## config.mk

```make
export PLATFORM = sky130hd
export DESIGN_NAME = matrix_frame_sequencer
export DESIGN_NICKNAME = d
export VERILOG_FILES = /design/src/rtl/matrix_frame_sequencer.sv
export SDC_FILE = /design/constraint.sdc
export NUM_CORES = 1
export LEC_CHECK = 0
export ABC_AREA = 1
export CAP_MARGIN = 0
export CORE_ASPECT_RATIO = 1.4
export CORE_MARGIN = 2
export CORE_UTILIZATION = 35
export DETAILED_ROUTE_END_ITERATION = 12
export SETUP_SLACK_MARGIN = 0.3
export SYNTH_ARGS = -nofsm -noshare
export SYNTH_HDL_FRONTEND = slang
export SYNTH_SLANG_ARGS = --single-unit
```

## constraint.sdc

```tcl
create_clock -name clk_in -period 3.4 [get_ports clk_in]
set_clock_uncertainty 0.1 [all_clocks]
set_input_delay 0.68 -clock clk_in [delete_from_list [all_inputs] [get_ports clk_in]]
set_output_delay 0.68 -clock clk_in [all_outputs]
set_load 0.02 [all_outputs]
```

## src/rtl/matrix_frame_sequencer.sv

```systemverilog
// ============================================================================
// Module      : matrix_frame_sequencer
// Description : Packet source for a 4-device MAX7219 chain. It sends the
//               configuration packets, then refreshes the eight rows from a
//               32-byte framebuffer.
// Revision    : 1.0 - initial release
// ============================================================================
`default_nettype none

module matrix_frame_sequencer #(
    parameter logic [3:0] INTENSITY   = 4'h8,
    parameter int         REFRESH_GAP = 16
) (
    input  logic        clk_in,
    input  logic        rst_n,
    input  logic        wr_en,
    input  logic [4:0]  wr_addr,
    input  logic [7:0]  wr_data,
    input  logic        reinit,
    output logic [63:0] pkt_data,
    output logic        pkt_valid,
    input  logic        pkt_ready,
    output logic        init_done,
    output logic [2:0]  row_idx
);

    typedef enum logic [1:0] {
        ST_CFG = 2'd0,
        ST_ROW = 2'd1,
        ST_GAP = 2'd2
    } state_t;

    localparam logic [63:0] CFG0_PKT = {4{16'h0900}};

    state_t      state;
    logic [2:0]  cfg_k;
    logic [15:0] gap_cnt;
    logic        reinit_pend;
    logic [7:0]  fb [32];

    logic        xfer;
    logic        restart;
    logic [2:0]  row_sel;
    logic [2:0]  cfg_sel;
    logic [63:0] row_pkt;
    logic [63:0] cfg_pkt;

    function automatic logic [15:0] cfg_word(input logic [2:0] idx);
        case (idx)
            3'd0:    cfg_word = 16'h0900;
            3'd1:    cfg_word = {8'h0A, 4'h0, INTENSITY};
            3'd2:    cfg_word = 16'h0B07;
            3'd3:    cfg_word = 16'h0C01;
            default: cfg_word = 16'h0F00;
        endcase
    endfunction

    assign xfer    = pkt_valid && pkt_ready;
    assign restart = reinit_pend && ((state == ST_GAP) || xfer);

    // Next packet candidates: the row or config step that follows the current one.
    always_comb begin
        row_sel = (state == ST_ROW) ? 3'(row_idx + 3'd1) : 3'd0;
        cfg_sel = pkt_valid ? 3'(cfg_k + 3'd1) : cfg_k;
        cfg_pkt = {4{cfg_word(cfg_sel)}};
        row_pkt = '0;
        for (int d = 0; d < 4; d++) begin
            row_pkt[16*d +: 16] = {({5'b0, row_sel} + 8'd1), fb[{2'(d), row_sel}]};
        end
    end

    always_ff @(posedge clk_in or negedge rst_n) begin
        if (!rst_n) begin
            for (int i = 0; i < 32; i++) begin
                fb[i] <= 8'h00;
            end
        end else if (wr_en) begin
            fb[wr_addr] <= wr_data;
        end
    end

    always_ff @(posedge clk_in or negedge rst_n) begin
        if (!rst_n) begin
            state       <= ST_CFG;
            cfg_k       <= 3'd0;
            row_idx     <= 3'd0;
            gap_cnt     <= 16'd0;
            pkt_data    <= 64'd0;
            pkt_valid   <= 1'b0;
            init_done   <= 1'b0;
            reinit_pend <= 1'b0;
        end else begin
            if (restart) begin
                state       <= ST_CFG;
                cfg_k       <= 3'd0;
                row_idx     <= 3'd0;
                pkt_data    <= CFG0_PKT;
                pkt_valid   <= 1'b1;
                init_done   <= 1'b0;
                reinit_pend <= 1'b0;
            end else begin
                case (state)
                    ST_CFG: begin
                        if (!pkt_valid) begin
                            pkt_data  <= cfg_pkt;
                            pkt_valid <= 1'b1;
                        end else if (xfer) begin
                            if (cfg_k == 3'd4) begin
                                state     <= ST_ROW;
                                cfg_k     <= 3'd0;
                                row_idx   <= 3'd0;
                                pkt_data  <= row_pkt;
                                init_done <= 1'b1;
                            end else begin
                                cfg_k    <= 3'(cfg_k + 3'd1);
                                pkt_data <= cfg_pkt;
                            end
                        end
                    end
                    ST_ROW: begin
                        if (xfer) begin
                            if ((row_idx == 3'd7) && (REFRESH_GAP > 0)) begin
                                state     <= ST_GAP;
                                pkt_valid <= 1'b0;
                                row_idx   <= 3'd0;
                                gap_cnt   <= 16'(REFRESH_GAP - 1);
                            end else begin
                                row_idx  <= row_sel;
                                pkt_data <= row_pkt;
                            end
                        end
                    end
                    ST_GAP: begin
                        if (gap_cnt == 16'd0) begin
                            state     <= ST_ROW;
                            row_idx   <= 3'd0;
                            pkt_data  <= row_pkt;
                            pkt_valid <= 1'b1;
                        end else begin
                            gap_cnt <= gap_cnt - 16'd1;
                        end
                    end
                    default: begin
                        state <= ST_CFG;
                        cfg_k <= 3'd0;
                    end
                endcase
            end
            // A request arriving on the same edge as a restart stays pending.
            if (reinit) begin
                reinit_pend <= 1'b1;
            end
        end
    end

endmodule

`default_nettype wire

```

Word level (Yosys, flattened, before mapping)
Index checks and enable logic that the tools add are counted.
Word-level totals
  output and inout bits: 69
  word-level logic and storage cells: 160
  register bits after elaboration: 347
  input bits: 18
Operators by class
  add/sub/neg operators: 4
  order comparisons: 6
  bitwise operators: 6
  muxes and demuxes: 63
  equal/unequal tests: 19
  reductions and logical operators: 22
Operator list (count)
  2-to-1 mux 64 bit: 7
  bitwise mux 256 bit: 1
  case mux 64 bit (3 select lines): 1
  binary-select mux 8 bit (select 5 bit): 4
  2-to-1 mux 8 bit: 9
  2-to-1 mux 16 bit: 3
  case mux 11 bit (4 select lines): 1
  demux 8 bit (select 5 bit): 1
  2-to-1 mux 3 bit: 13
  case mux 16 bit (2 select lines): 1
  >= comparator 6 bit (second input constant): 5
  inverter 5 -> 6 bit: 3
  logical NOT 16 bit: 1
  subtractor 16 x 1 -> 16 bit (second input constant): 1
  != test 3 bit (second input constant): 5
  2-to-1 mux 2 bit: 7
  AND reduction 6 bit: 2
  nonzero test 2 bit: 6
  2-to-1 mux 1 bit: 11
  AND reduction 5 bit: 2
  case mux 3 bit (3 select lines): 1
  AND reduction 4 bit: 2
  adder 3 x 1 -> 3 bit (second input constant): 2
  equality test 3 x 2 -> 1 bit (second input constant): 2
  other kinds (23): 29

Logic depth before layout (Yosys ltp)
  word-level depth: 11
  mapped depth: 13
  mapped depth without buffers: 12

Worst setup path after synthesis
Ideal clock, no wire load.
  kind: register to register
  start: reg row_idx[0]
  end: reg pkt_data[57]
  data required time: 3.179 ns
  path slack: 1.227 ns
  period minus slack after synthesis: 2.173 ns
  path buffers: 1
  stages on the path, launching flop included: 9
  setup time: 0.121 ns
  arrival: 1.952 ns
  cells stage by stage: dfrtp_1 > ha_1 > nand2_2 > buf_4 > clkinv_1 > ha_1 > or2_2 > nand2_1 > o21ai_1
Between the ends
  word-level cells in the longest chain between the ends: 8
  elaborated cells between the ends (all ways): 14
  classes of those cells: add/sub (2); eq/ne (2); mux (9); reduce/logical (1)
Ends and longest elaborated chain
  start: declaration: RTL line 24  | output logic [2:0] row_idx
  start signal: assignment: RTL line 128  | row_idx <= row_sel;
  adder 3 x 1 -> 3 bit: RTL line 63  | row_sel = (state == ST_ROW) ? 3'(row_idx + 3'd1) : 3'd0;
  2-to-1 mux 3 bit: RTL line 63
  adder 3 x 1 -> 4 bit: RTL line 68  | row_pkt[16*d +: 16] = {({5'b0, row_sel} + 8'd1), fb[{2'(d), row_sel}]};
  2-to-1 mux 64 bit: RTL line 108  | if (cfg_k == 3'd4) begin
  2-to-1 mux 64 bit: RTL line 107  | end else if (xfer) begin
  2-to-1 mux 64 bit: RTL line 104  | if (!pkt_valid) begin
  case mux 64 bit (3 select lines): RTL line 102  | case (state)
  2-to-1 mux 64 bit: RTL line 93  | if (restart) begin
  end signal: assignment: RTL line 105  | pkt_data <= cfg_pkt;
  end signal: assignment: RTL line 112  | pkt_data <= row_pkt;
  end signal: assignment: RTL line 116  | pkt_data <= cfg_pkt;
  end: declaration: RTL line 20  | output logic [63:0] pkt_data,
Parallel ways exist; a longest one is shown, timed or not. The select of a mux whose other input is x is not followed.
A chain may end at the register's enable or synchronous reset.

Worst setup path in the final report
  start: reg state[0]
  end: reg pkt_data[48]
Between the ends
  word-level cells in the longest chain between the ends: 11
  elaborated cells between the ends (all ways): 24
  classes of those cells: eq/ne (6); mux (12); bitwise (1); reduce/logical (5)
Ends and longest elaborated chain
  start: declaration: RTL line 35  | state_t state;
  start signal: assignment: RTL line 84  | state <= ST_CFG;
  start signal: assignment: RTL line 94  | state <= ST_CFG;
  start signal: assignment: RTL line 109  | state <= ST_ROW;
  equality test 2 x 1 -> 1 bit: RTL line 63, 102
  2-to-1 mux 3 bit: RTL line 63
  inverter 5 -> 6 bit (not written as such): RTL line 68
  binary-select mux 8 bit (select 5 bit): RTL line 68
  2-to-1 mux 8 bit (not written as such) (2 in series): RTL line 68
  2-to-1 mux 64 bit: RTL line 108
  2-to-1 mux 64 bit: RTL line 107
  2-to-1 mux 64 bit: RTL line 104
  case mux 64 bit (3 select lines): RTL line 102
  2-to-1 mux 64 bit: RTL line 93
Parallel ways exist; a longest one is shown, timed or not. The select of a mux whose other input is x is not followed.

==> reports/qor.csv <==
stage,metric,value,unit
floorplanning,fp.dieArea,45200,um2
sta,timing.final.crit_share,81.7,%
clock_network,numCtsBuffers,31,
logic_synthesis,yosysTopAreaCell,dfrtp_1,
detailed_routing,wl_per_cell,16.8,um
global_routing,met3_usage,2.20,%
sta,whs,-0.00838,ns
detailed_routing,drcViolationCount,0,
worst_setup_path,end_kind,flip-flop,
worst_setup_path,cp_common_cell,nand2_2,
finish,layout_common_cells,"nand2_1, dfrtp_1, o21ai_0, nand3_1, a21oi_1",
logic_synthesis,synthDistinctLibCells,37,
worst_setup_path,reg2reg_depth,10,
sta,finalHoldViolations,1,
placement,hpwl,27200,um
detailed_routing,first_pass_iters,5,
flow_run,drv_cap,0,
placement,dp_slack,0.0764,ns
global_routing,gr-usage-met2,32.7,%
worst_setup_path,cp_num_buf_inv,2,
worst_setup_path,path_class,reg2reg,
logic_synthesis,synth_top_area_share,52.5,%
clock_network,clk_pin_slew,0.06,ns
global_routing,grt_max_degree,88,
logic_synthesis,netlist_instances,1924,
sta,fmax,360,MHz
floorplanning,die_h,251,um
finish,synthToLayoutAreaGrowth,15.7,%
global_routing,antenna_found_initial,0,
worst_setup_path,path_max_fanout,20,
run_status,violations,negative hold slack,
sta,fin_setup_tns,0,ns
logic_synthesis,ys_ff_latch,319,
sta,rsz0062_at_grt,no,
floorplanning,io_pins,87,
sta,setup_viol,0,
floorplanning,placeableCoreArea,43000,um2
floorplanning,initial_core_util,35.4,%
worst_setup_path,required,3.80,ns
detailed_routing,vias,12800,
worst_setup_path,max_stage_delay,0.91,ns
finish,fin_nets,1991,
power,leakage,8.37,nW
logic_synthesis,netlist_area,15200,um2
clock_network,cts_root_buffer,clkbuf_16,
clock_network,htreeDepth,1,
worst_setup_path,r2r-start,state[0]$_DFFE_PN0P_,
sta,post-route-min-period,2.78,ns
worst_setup_path,cp_top_family,simple AND/OR/NAND/NOR gates,
floorplanning,placementRows,90,
finish,final_common_cell,nand2_1,
placement,io_buffers,70,
logic_synthesis,ys_seq_area_share,52.5,%
worst_setup_path,ff2ff_setup_slack,0.62,ns
clock_network,ctsResizeCount,0,
power,power_density,786,nW/um2
logic_synthesis,ys_top_cells_by_area,"dfrtp_1, nand2_1, o21ai_0",
detailed_routing,vias_per_cell,5.06,
clock_network,ctsHoldBuffers,0,
run_status,status,"finished, violations left",
clock_network,clock_sinks,319,
power,ir_drop,467,uV
sta,layout_setup_ws,0.621,ns
sta,slew_headroom,21.1,%
logic_synthesis,syn_area_per_cell,7.91,um2
finish,drive_gt1_share,7.91,%
clock_network,clkLatencyLatePin,0.58,ns
global_routing,grt_usage,19.0,%
worst_setup_path,cp_cell_sequence,inv_1 > ha_1 > inv_2 > a21oi_4 > nor2_1 > nand2_2 > nand2_1 > nor2_2 > nand2_2 > o21ai_1,
global_routing,grt_util_met1,24.6,%
clock_network,cts_setup_buffers,0,
sta,worstMarginPinSlew,1.18,ns
global_routing,grt_pass1_wl,69300,um
finish,antenna-diode-count,0,
worst_setup_path,cp_data_arrival_time,3.18,ns
placement,place.gp.congestion,0.854,
clock_network,cts_tree,done,
logic_synthesis,yosys_warnings,0,
detailed_routing,first_iter_violations,950,
finish,fill_cells,4346,
global_routing,overflow,0,
sta,drv_slew,0,
worst_setup_path,crit_path_top_delay_cell,nor2_2,
clock_network,clockBufferDepth,3,
worst_hold_path,holdCritPathClass,in2async,
worst_setup_path,worst_setup_path_start_kind,flip-flop,
global_routing,busiest_layer,met2,
worst_setup_path,r2r-end,pkt_data[48]$_DFFE_PN0P_,
global_routing,grt_pass1_vias,12500,
detailed_routing,ant_nets,0,
detailed_routing,drt_wl_total,42600,um
floorplanning,die_x,180,um
[layout make-up]
class                   count  area (um2)  area share, %
well taps                 552         691           3.92
inverters                  85         319           1.81
flip-flops and latches    319        7980           45.4
repair buffers            133        1280           7.27
clock inverters            13         171          0.974
multi-input cells        1392        6280           35.7
clock buffers              44         875           4.97
[state kept, by name (all words and copies together), names as in the netlist]
name / flops
state: 2
fb: 256
pkt_data: 36
gap_cnt: 16
reinit_pend: 1
row_idx: 3
init_done: 1
cfg_k: 3
pkt_valid: 1
[power breakdown]
group	switching, mW	internal [mW]
clock network	1.50	2.09
logic	3.38	1.76
registers	0.472	4.63
[Yosys cell counts]
cell type	number
a21oi_4	1
buf_2	33
nand2_4	1
a21oi_1	104
o21ai_2	1
o211ai_1	1
nand2_2	7
mux2i_1	1
clkinv_1	2
nand4_1	5
nor2_4	3
ha_1	11
buf_4	33
nor2_1	76
nand3_1	152
inv_1	73
buf_1	1
nor4_4	1
o22ai_1	3
o21a_1	1
inv_2	10
o21bai_1	1
conb_1	1
nor2_2	4
o21ai_0	275
nor3_1	5
clkbuf_1	76
a31oi_1	1
or2_2	6
dfrtp_1	319
xnor2_1	4
nand3_4	1
nor3_4	2
nand2_1	689
o21ai_1	11
nor3_2	5
xor2_1	4
[routing by layer]
metal  vias up  wire length, um
li1       6255                -
met1      6145            18200
met2       362            20800
met3        76             2240
met4         0             1450
met5         -                0
[worst max path at each step]
| stage | start | end | slack [ns] | cells after the start |
|---|---|---|---|---|
| after global routing | state[0]$_DFFE_PN0P_ | pkt_data[48]$_DFFE_PN0P_ | 0.41 | 10 |
| after floorplan | row_idx[0]$_DFFE_PN0P_ | pkt_data[57]$_DFFE_PN0P_ | 1.23 | 8 |
| after detailed placement | pkt_ready | pkt_data[48]$_DFFE_PN0P_ | 0.08 | 9 |
| after global placement | pkt_ready | pkt_data[32]$_DFFE_PN0P_ | 0.11 | 9 |
| final | state[0]$_DFFE_PN0P_ | pkt_data[48]$_DFFE_PN0P_ | 0.62 | 10 |
| after CTS | state[0]$_DFFE_PN0P_ | pkt_data[48]$_DFFE_PN0P_ | 0.59 | 10 |
[logic make-up after synthesis]
logic type,share of synthesized area [%]
mux,0.0658
fa+ha+maj,0.905
compound gates,13.3
flops,52.5
xor+xnor,0.461
buf+inv,6.71
other cells,0.0247
simple gates,26.0
[worst reg2reg max path: stages (launching register included)]
cell and delay [ns]:
dfrtp_1 0.40, inv_1 0.10, ha_1 0.18, inv_2 0.11, a21oi_4 0.24, nor2_1 0.10
nand2_2 0.10, nand2_1 0.07, nor2_2 0.91, nand2_2 0.20, o21ai_1 0.20
[per-stage QoR]
| stage | cells | cell area [um2] | power [mW] | utilization [%] | hold WS [ns] |
|---|---|---|---|---|---|
| after floorplan | 1939 | 15300 | 8.41 | - | 0.284 |
| after global placement | 2481 | 16600 | 10.2 | 38.5 | 0.361 |
| after detailed placement | 2481 | 16600 | 10.3 | 38.5 | 0.364 |
| after CTS | 2538 | 17600 | 13.9 | 40.9 | 0.0223 |
| after global routing | 2538 | 17600 | 14.8 | 40.9 | 0.0428 |
| final | 2538 | 17600 | 13.8 | 40.9 | -0.00838 |
No activity file was read; power rests on OpenSTA's default activity.
